### config.mk
export PLATFORM = sky130hd
export DESIGN_NAME = serial_mag_comp
export DESIGN_NICKNAME = d
export VERILOG_FILES = /design/src/rtl/serial_mag_comp.sv
export SDC_FILE = /design/constraint.sdc
export NUM_CORES = 1
export LEC_CHECK = 0
export CAP_MARGIN = 15
export CORE_MARGIN = 2
export CORE_UTILIZATION = 51
export CTS_BUF_LIST = sky130_fd_sc_hd__clkbuf_4 sky130_fd_sc_hd__clkbuf_8
export CTS_CLUSTER_SIZE = 20
export DETAILED_ROUTE_END_ITERATION = 10
export GPL_TIMING_DRIVEN = 0
export PLACE_DENSITY = 0.8
export SYNTH_ARGS = -nofsm -noshare
export SYNTH_HDL_FRONTEND = slang
export SYNTH_SLANG_ARGS = --single-unit
### constraint.sdc
create_clock -name clk -period 2.3 [get_ports clk]
set_input_delay 0.575 -clock clk [delete_from_list [all_inputs] [get_ports clk]]
set_output_delay 0.575 -clock clk [all_outputs]
set_load 0.05 [all_outputs]
### src/rtl/serial_mag_comp.sv
// rtl/serial_mag_comp.sv - MSB-first serial magnitude comparator, STEP bits per cycle with early exit.
// Optional signed compare (sgn port) when SERIAL_CMP_SIGNED_EN is defined.
module serial_mag_comp #(
    parameter int WIDTH = 8,
    parameter int STEP  = 1,
    localparam int NDIG = WIDTH / STEP,
    localparam int CW   = $clog2(NDIG) + 1
) (
    input  logic             clk,
    input  logic             rst,
    input  logic             start,
    input  logic [WIDTH-1:0] A,
    input  logic [WIDTH-1:0] B,
`ifdef SERIAL_CMP_SIGNED_EN
    input  logic             sgn,
`endif
    output logic             busy,
    output logic             done,
    output logic             lt,
    output logic             eq,
    output logic             gt,
    output logic [CW-1:0]    cyc
);

    localparam int IW = (NDIG > 1) ? $clog2(NDIG) : 1;

    typedef enum logic [1:0] {S_IDLE, S_RUN, S_HOLD} state_t;

    state_t           state_q, state_d;
    logic [WIDTH-1:0] a_q, a_d, b_q, b_d;
    logic [IW-1:0]    idx_q, idx_d;
    logic [CW-1:0]    cyc_q, cyc_d;
    logic             lt_q, lt_d, eq_q, eq_d, gt_q, gt_d, done_q, done_d;
    logic [WIDTH-1:0] a_in, b_in;
    logic [STEP-1:0]  dig_a, dig_b;

`ifdef SERIAL_CMP_SIGNED_EN
    // Flipping the sign bit maps two's complement onto offset binary,
    // so the unsigned digit compare below yields the signed ordering.
    localparam logic [WIDTH-1:0] MSB_MASK = WIDTH'(1) << (WIDTH - 1);
    assign a_in = A ^ (sgn ? MSB_MASK : '0);
    assign b_in = B ^ (sgn ? MSB_MASK : '0);
`else
    assign a_in = A;
    assign b_in = B;
`endif

    assign dig_a = a_q[idx_q*STEP +: STEP];
    assign dig_b = b_q[idx_q*STEP +: STEP];

    always_comb begin
        state_d = state_q;
        a_d     = a_q;
        b_d     = b_q;
        idx_d   = idx_q;
        cyc_d   = cyc_q;
        lt_d    = lt_q;
        eq_d    = eq_q;
        gt_d    = gt_q;
        done_d  = 1'b0;
        case (state_q)
            S_IDLE, S_HOLD: begin
                if (start) begin
                    state_d = S_RUN;
                    a_d     = a_in;
                    b_d     = b_in;
                    idx_d   = IW'(NDIG - 1);
                    cyc_d   = '0;
                    lt_d    = 1'b0;
                    eq_d    = 1'b0;
                    gt_d    = 1'b0;
                end
            end
            S_RUN: begin
                cyc_d = cyc_q + CW'(1);
                if (dig_a > dig_b) begin
                    gt_d    = 1'b1;
                    done_d  = 1'b1;
                    state_d = S_HOLD;
                end else if (dig_a < dig_b) begin
                    lt_d    = 1'b1;
                    done_d  = 1'b1;
                    state_d = S_HOLD;
                end else if (idx_q == '0) begin
                    eq_d    = 1'b1;
                    done_d  = 1'b1;
                    state_d = S_HOLD;
                end else begin
                    idx_d = idx_q - IW'(1);
                end
            end
            default: state_d = S_IDLE;
        endcase
    end

    always_ff @(posedge clk) begin
        if (rst) begin
            state_q <= S_IDLE;
            a_q     <= '0;
            b_q     <= '0;
            idx_q   <= '0;
            cyc_q   <= '0;
            lt_q    <= 1'b0;
            eq_q    <= 1'b0;
            gt_q    <= 1'b0;
            done_q  <= 1'b0;
        end else begin
            state_q <= state_d;
            a_q     <= a_d;
            b_q     <= b_d;
            idx_q   <= idx_d;
            cyc_q   <= cyc_d;
            lt_q    <= lt_d;
            eq_q    <= eq_d;
            gt_q    <= gt_d;
            done_q  <= done_d;
        end
    end

    assign busy = (state_q == S_RUN);
    assign done = done_q;
    assign lt   = lt_q;
    assign eq   = eq_q;
    assign gt   = gt_q;
    assign cyc  = cyc_q;

endmodule

Yosys cells after proc, flatten, opt, wreduce, memory -nomap -nowiden
Index checks and enable logic that the tools add are counted.
- input bits: 19
- register bits after elaboration: 29
- logic and storage cells: 63
- output and inout port bits: 9
- shift-type cells: 2
- reductions and logical operators: 12
- bitwise gates (word level): 1
- add/subtract/negate cells: 2
- multiplexer cells: 25
- equality and inequality tests: 10
- magnitude comparators: 2
- operator list (kind ; count):
    indexed part select 8 x 4 -> 1 bit ; 2
    2-to-1 mux 3 bit ; 4
    2-to-1 mux 1 bit ; 10
    AND reduction 5 bit ; 2
    2-to-1 mux 2 bit ; 4
    != test 2 bit, second input constant ; 4
    case mux 4 bit (2 select lines) ; 1
    != test 2 x 1 -> 1 bit, second input constant ; 3
    case mux 1 bit (2 select lines) ; 3
    case mux 3 bit (2 select lines) ; 1
    AND reduction 2 bit ; 3
    adder 4 x 1 -> 4 bit, second input constant ; 1
    2-to-1 mux 4 bit ; 1
    != test 4 x 1 -> 1 bit, second input constant ; 1
    case mux 2 bit (2 select lines) ; 1
    AND reduction 4 bit ; 1
    OR reduction 2 bit ; 2
    logical NOT 3 bit ; 1
    AND reduction 3 bit ; 1
    subtractor 3 x 1 -> 3 bit, second input constant ; 1
    equality test 2 x 1 -> 1 bit, second input constant ; 1
    equality test 2 bit, second input constant ; 1
    logical NOT 2 bit ; 1
    nonzero test 2 bit ; 1
    3 further kinds ; 3

Logic depth before layout (Yosys ltp)
- word-level depth: 5
- depth in mapped cells: 7
- mapped depth without buffers: 6

Least setup slack after synthesis
No wires, ideal clock.
- path type: reg2reg
- from: reg idx_q[0]
- to: reg idx_q[1]
- library setup time: 0.091 ns
- path buffers: 1
- stages on the path, launching flop included: 7
- period minus slack after synthesis: 1.838 ns
- setup slack: 0.462 ns
- required time: 2.209 ns
- data arrival time: 1.747 ns
- cells stage by stage: dfxtp_1 buf_6 mux4_2 mux2_2 xor2_4 a211oi_1 a311oi_1
- word-level cells in the longest chain between the ends: 5
- elaborated cells between the ends (all ways): 14
- ends and longest elaborated chain (item ; line ; text):
    from (decl) ; 31 ; logic [IW-1:0] idx_q, idx_d;
    from (signal assigned) ; 111 ; idx_q <= idx_d;
    subtractor 3 x 1 -> 3 bit ; 89 ; idx_d = idx_q - IW'(1);
    2-to-1 mux 3 bit ; 84 ; end else if (idx_q == '0) begin
    2-to-1 mux 3 bit ; 80 ; end else if (dig_a < dig_b) begin
    2-to-1 mux 3 bit ; 76 ; if (dig_a > dig_b) begin
    case mux 3 bit (2 select lines) ; 61 ; case (state_q)
Several ways; a longest one is shown, not always the timed one. The select of a mux whose other input is x is not followed.
A chain may end at the register's enable or synchronous reset.

Final worst setup path
- from: reg cyc_q[0], in the netlist cyc[0]
- to: out cyc[0]
- RTL lines (item ; line ; text):
    from (decl) ; 32 ; logic [CW-1:0] cyc_q, cyc_d;
    from (signal assigned) ; 112 ; cyc_q <= cyc_d;
    to (decl) ; 22 ; output logic [CW-1:0] cyc
No word-level cell between the ends.

==> summary.txt <==
row count - 18
area leader, netlist - dfxtp_1
Worst-path clk slew - 0.09 ns
DR DRC count - 0
die outline height - 53.68 um
global-route wire length before repair - 4140 um
chip width - 53.68 um
ANT cells - 0
port buffer count - 27
first-pass detailed-route iteration total - 5
leftover overflow at the end of global routing - 0
detailed-route wire length on metal 1 - 1167 um
Synth Flop Type - dfxtp_1
type of the worst min-delay path - register to register
final routed wire length divided by cell count - 13.13 um
HPWL reported at the end of detailed placement - 1910 um
area of the die - 2882 um2
core area - 2410 um2
Max Root-Sink Buffers - 2
Async S/R FF share, synth - 0%
buffers and inverters on the worst path - 1
Netlist Area Pre-Place - 1259 um2
endpoint required time on the critical path - 1.73 ns
total wire length after detailed routing - 2679 um
Detail Route Antenna Nets - 0
non-filler instance count after layout - 204
Total Routing Usage GR - 21.11%
Starting Density - 52.23%
status - completed
cell-by-cell listing of the critical path - clkdlybuf4s50_1
Max Fanout on Critical Path - 5
cell at the root of the clock tree - clkbuf_4
area overhead of the layout relative to synthesis - 28.73%
Setup Fix Bufs, Post-CTS - 0
leakage power - 0.6065 nW
RSZ-0062 raised after global routing - no
gp weighted congestion - 0.8176
highest layer used for signal routing - met4
via count of the first global-routing pass - 929
met3 wire length - 123 um
syn_nets - 162
pin count of the biggest net entering global routing - 11
cell total after placement - 197
fraction of final layout cells with drive strength greater than 1 - 9.770%
maximum vdd ir drop - 0.5268 mV
sum of negative setup slack - 0 ns
total number of H-tree levels - 2
Critical Path AT - 1.58 ns
Worst-Margin Slew - 0.5141 ns
dominant delay contributor by cell family on the critical path - buffers and inverters
wire length on met2 - 1324 um
PnR Total Power - 1.165 mW
CTS Sinks - 29
number of hold violations in the final report - 0
register area share after synthesis - 46.12%
headroom to the max-slew limit - 65.62%
via count - 1121
highest attainable clock frequency - 463.6 MHz
worst clock skew - 0.01093 ns
number of antenna violations at the first check in global routing - 0
number of max-capacitance violations reported - 0
delay of the slowest cell on the worst path - 0.85 ns
fraction of synthesized cell area taken by the top area cell type - 46.12%
synthesized area per cell - 8.991 um2
Tmin final - 2.157 ns
crit start category - register
DRT iter0 DRCs - 29
count of flip-flops with a built-in enable after synthesis - 0
number of instances in the synthesized netlist - 140
CTS tree - yes
Max Transition Viols Final - 0
Synthesis Warnings - 0
Final #Nets - 196
detailed-route vias per instance - 5.495
I/O pin count - 28
cell with the largest stage delay on the worst path - clkdlybuf4s50_1
hold buffer count at cts - 0
top cells by area in the synthesized netlist - dfxtp_1 (46%), nand2_1 (10%), a21oi_1 (8.7%), mux4_2 (7.2%), ha_1 (3.0%)
number of different library cells in the post-synthesis netlist - 30
critical setup path kind - register to output pin
Final setup viols - 0
Power per Cell Area - 718.8 nW/um2
TritonCTS Buffers - 5
endpoint class of the critical path - output pin
share of the cycle needed by the critical path after routing - 93.78%
clock latency on the worst-skew pair - 0.33 ns
count of state elements after synthesis - 29
[cell usage after synthesis, types with 2 or more instances]
master / n
ha_1: 3
mux4_2: 4
buf_1: 2
nor2b_1: 3
dfxtp_1: 29
a21oi_1: 22
nand3_1: 2
clkbuf_1: 6
nor2_1: 9
nand2b_1: 3
nand4_1: 2
inv_1: 2
a31oi_1: 2
nor3_1: 2
nand2_1: 34
[flip-flops by register name, indices dropped and copies added, names as in the netlist]
signal and count:
state_q 2, gt 1, b_q 8, a_q 8, eq 1, lt 1
done 1, idx_q 3, cyc 4
[report_power, final]
group,switching [mW],internal (mW)
registers,0.0184,0.538
clock network,0.172,0.156
logic,0.160,0.121
[tightest hold or removal path: cells and delay by family, from the launching register on]
kind	cells	cell delay, ns
compound gates	1	0.05
flops	1	0.32
simple gates	1	0.05
[per-layer routing]
layer,up-vias,GRT usage (%)
li1,548,-
met1,536,25.40
met2,30,33.33
met3,7,5.833
met4,0,12.82
met5,-,0
[logic make-up after synthesis]
logic type	count (synthesis)	share of synthesized area, %
flops	29	46.12
mux	6	9.841
simple gates	57	19.48
fa+ha+maj	3	2.982
buf+inv	12	4.175
compound gates	32	15.21
xor+xnor	1	2.187
[layout by cell type (no fill, tap or decap), drive strengths merged]
cell           Yosys  layout
o21a               1       1
nand3              2       2
clkdlybuf4s50      0      26
nor3               2       2
dfxtp             29      29
xor2               1       1
inv                2       2
o21ba              1       1
a32oi              1       1
nand2b             3       3
clkbuf             6      14
buf                3       3
a41o               1       1
a22oi              1       1
a31oi              2       2
a31o               1       1
a211oi             1       1
a311oi             1       1
nand4              2       2
mux2i              1       1
ha                 3       3
nand2             34      34
a21oi             22      22
clkinv             1       1
nor3b              1       1
nor2               9       9
mux2               1       1
nor2b              3       3
or2                1       1
mux4               4       4
[worst paths after layout]
kind / startpoint / endpoint / slack, ns / cells past startpoint
max: cyc[0] / cyc[0] / 0.14 / 1
min: b_q[0] / b_q[0] / 0.46 / 2
max reg2reg: idx_q[2] / idx_q[1] / 0.22 / 6
min reg2reg: b_q[0] / b_q[0] / 0.46 / 2
[metrics by stage]
step	hold slack (ns)	setup slack, ns	util (%)	cell area (um2)
after floorplan	0.4331	0.4619	-	1259
after global placement	0.4421	0.1765	65.01	1567
after detailed placement	0.4461	0.1228	65.01	1567
after CTS	0.4600	0.02785	67.39	1624
after global routing	0.4772	0.1066	67.24	1620
final	0.4597	0.1431	67.24	1620
[cell type report]
type / instances / area, um2
buffer: 9 / 41.29
clock buffer: 7 / 58.81
fill: 201 / 789.5
inverter: 3 / 11.26
multi-input combinational: 99 / 625.6
sequential: 29 / 580.6
tap: 30 / 37.54
timing repair buffer: 27 / 265.3
[timing repair]
| action | CTS | global route |
|---|---|---|
| resized for setup | 1 | 2 |
| pin swaps | 0 | 0 |
| endpoints found under the setup margin | 1 | 1 |
Note: power is estimated with default switching activity, not from simulation.
==> RTL change 1 (config.mk and constraints unchanged) <==
Put one more register stage on the output `lt`, cleared by the reset. The value now appears one clock later. The other outputs are not delayed to match.
--- a/src/rtl/serial_mag_comp.sv
+++ b/src/rtl/serial_mag_comp.sv
@@ -121,3 +121,9 @@
     assign done = done_q;
-    assign lt   = lt_q;
+    always_ff @(posedge clk) begin
+        if (rst) begin
+            lt <= '0;
+        end else begin
+            lt <= lt_q;
+        end
+    end
     assign eq   = eq_q;
Function: changed (Yosys sat finds a counterexample within 4 cycles, from zero or initial values and one cycle with rst high).
==> RTL change 1 against the original RTL <==
  * Area after synthesis is 3.1% higher
  * Wire length is 3.7% higher
  * Sequential power is 4.9% higher
  * Cell area is 2.0% higher
  * Total power is 0.41% lower
  * Sequential cell count is 1 higher
  * Count of clock-buffer cells in the layout stayed put
  * Worst setup slack worse by 0.0031 ns
==> RTL change 1: results <==
timing:
  hold-worst-slack_ns: 0.460
  skew_ns: 0.00506
synthesis:
  synthTopCellsByArea: "dfxtp_1 (46%), nand2_1 (9.8%), a21oi_1 (8.5%)"
  syn_inst: 141
  synth_nets: 163
  synth_compound_area_frac: 0.148
  yosys.area_share.adder: 0.0289
  synthXorXnorAreaFrac: 0.0212
  ys_seq_area_frac: 0.463
  ys_types: 31
  synth_mux_area_frac: 0.107
  ys_top_cells_by_count: "nand2_1 (34), dfxtp_1 (30), a21oi_1 (22)"
grt:
  grt_pass1_wl_mm: 4.43
  grt_max_degree: 11
  grt_pass1_vias: 981
  met2_usage: 0.357
  grtUsageMet1: 0.268
  grtUsageMet3: 0.0574
finish:
  clkCellAreaFrac: 0.0318
  drive_gt1_frac: 0.0800
  buf_share: 0.184
  n_all_inverters: 3
  regArea_um2: 601
  n_all_buffers: 35
  multi_input_cells: 100
  multi_input_area_share: 0.391
  final_area_mm2: 0.00165
  fillers: 200
  stdcell_count: 205
  layout.nets: 197
routing:
  drtIter0Drc: 16
  maxUsedRoutingLayer: "met4"
  dr_wl_met3_um: 106
  dr_wl_met2_mm: 1.37
  wl_per_cell_um: 13.6
  wl_met1_mm: 1.23
  vias: 1096
  drt-pass1-iter-count: 4
place:
  place_congestion: 0.853
  hpwl_mm: 1.96
  placed_area_mm2: 0.00161
power:
  powerClk_mw: 0.311
  peakVddDrop_mv: 0.483
  clockPowerShare: 0.268
  leakage_nw: 0.640
cts:
  numCtsBuffers: 5
floorplan:
  die_area_mm2: 0.00296
run_status:
  status: "completed"
setup_path:
  worstPathArrival_ns: 1.58
  r2r-start: "idx_q[0]$_SDFFE_PP0P_"
[RTL change 1: cell count changes in the layout (fill, tap and decap cells not counted)]
cell,unedited run,this run
nor2b_1,3,4
mux4_1,0,4
clkbuf_8,1,0
mux4_2,4,0
dfxtp_1,29,30
clkbuf_1,6,4
buf_2,0,1
clkbuf_4,6,7
[RTL change 1: worst max-delay path by stage]
stage                       startpoint               endpoint  slack [ns]
2_1_floorplan    idx_q[0]$_SDFFE_PP0P_  idx_q[1]$_SDFFE_PP0P_        0.42
3_3_place_gp   state_q[1]$_SDFFE_PP0P_                   busy        0.16
3_5_place_dp   state_q[1]$_SDFFE_PP0P_                   busy        0.10
4_1_cts        state_q[1]$_SDFFE_PP0P_                   busy        0.02
5_1_grt            cyc[0]$_SDFFE_PP0P_                 cyc[0]        0.08
6_report           cyc[0]$_SDFFE_PP0P_                 cyc[0]        0.14
==> RTL change 2 (same settings) <==
Without the edit above. `WIDTH`: 8 -> 4.
--- a/src/rtl/serial_mag_comp.sv
+++ b/src/rtl/serial_mag_comp.sv
@@ -3,3 +3,3 @@
 module serial_mag_comp #(
-    parameter int WIDTH = 8,
+    parameter int WIDTH = 4,
     parameter int STEP  = 1,
Interface: changed (resized A, B and cyc); port bits go from 28 to 19. No check against the original RTL was run, so the function may have changed too.
==> RTL change 2 against the original RTL <==
  * Total power down 29%
  * Worst setup slack worse by 0.042 ns
  * Count of clock-buffer cells in the layout down 3
  * Synthesized cell count down 37%
  * First-iteration DRC count down 24%
  * Register-to-register slack better by 0.35 ns
  * Wire length down 38%
  * Area after synthesis down 36%
  * Hold slack better by 0.0011 ns
  * Cell area down 37%
  * Core utilization up 1.3 points
  * Sequential power down 31%
  * Sequential cell count down 10
==> RTL change 2: results <==
run_status:
  status: "completed"
synthesis:
  synthXorXnorAreaFrac: 0.0110
  synth_mux_area_frac: 0.0563
  ys_types: 28
  synth_compound_area_frac: 0.141
  synthTopCellsByArea: "dfxtp_1 (48%), nand2_1 (9.4%), a21oi_1 (7.5%)"
grt:
  grt_pass1_vias: 663
  grt_pass1_wl_mm: 2.87
  grt_usage: 0.207
  grtUsageMet1: 0.257
  met2_usage: 0.326
  grtUsageMet3: 0.0417
power:
  p_sw_frac: 0.338
  peakVddDrop_mv: 0.578
  leakage_nw: 0.389
setup_path:
  crit_start: "state_q[0]$_SDFFE_PP0P_"
  max_stage_delay_ns: 0.40
  worstPathArrival_ns: 1.62
  r2r-start: "idx_q[1]$_SDFFE_PP0P_"
  cp_slowest_cell: "clkdlybuf4s15_2"
  worstPathMaxFanout: 9
routing:
  drtIter0Drc: 22
  dr_wl_met3_um: 107
  drt-pass1-iter-count: 6
  finalWirelength_mm: 1.67
  viasPerCell: 5.46
  dr_wl_met2_um: 858
worst_hold_path:
  min_from: "b_q[3]$_SDFFE_PP0P_"
cts:
  clk_latency_ns: 0.31
  clockBufferDepth: 2
  numCtsBuffers: 3
  h-tree-depth: 1
place:
  place_congestion: 0.720
  placed_area_um2: 990
  hpwl_mm: 1.18
timing:
  skew_ns: 0.00694
  relSlewSlack: 0.662
finish:
  layout.nets: 123
  drive_gt1_frac: 0.147
[RTL change 2: cell count changes in the layout (fill, tap and decap cells not counted), sizes merged, moves of 3 or more]
| cell | change |
|---|---|
| nor2 | -3 |
| nand2 | -14 |
| clkdlybuf4s50 | -10 |
| clkbuf | -6 |
| a21oi | -10 |
| dfxtp | -10 |
| buf | -3 |
[RTL change 2: stage by stage]
stage / setup WS (ns) / total power, mW / utilization / instances / hold slack (ns)
finish: 0.101 / 0.823 / 0.686 / 125 / 0.461
global route: 0.0412 / 0.863 / 0.686 / 125 / 0.478
CTS: 0.116 / 0.823 / 0.686 / 125 / 0.463
detailed placement: 0.0262 / 0.639 / 0.665 / 121 / 0.448
global placement: 0.0489 / 0.631 / 0.665 / 121 / 0.444
floorplan: 0.674 / 0.569 / - / 88 / 0.433
[RTL change 2: power groups by stage]
stage / clock, mW / combinational [mW] / sequential, mW
6_report: 0.188 / 0.250 / 0.386
5_1_grt: 0.199 / 0.274 / 0.390
4_1_cts: 0.188 / 0.249 / 0.385
3_5_place_dp: 0 / 0.247 / 0.393
3_3_place_gp: 0 / 0.241 / 0.390
2_1_floorplan: 0 / 0.152 / 0.417
[RTL change 2: final timing paths]
check                       endpoint  slack [ns]  cells after the start
max                             busy        0.10                      3
min              b_q[3]$_SDFFE_PP0P_        0.46                      2
max reg2reg  state_q[1]$_SDFFE_PP0P_        0.57                      5
min reg2reg      b_q[3]$_SDFFE_PP0P_        0.46                      2
[RTL change 2: layout make-up]
class,count,area (um^2)
inverter,3,11.3
buffer,4,18.8
fill,118,468
timing repair buffer,17,171
multi-input combinational,62,389
sequential,19,380
clock buffer,4,30.0
tap,16,20.0
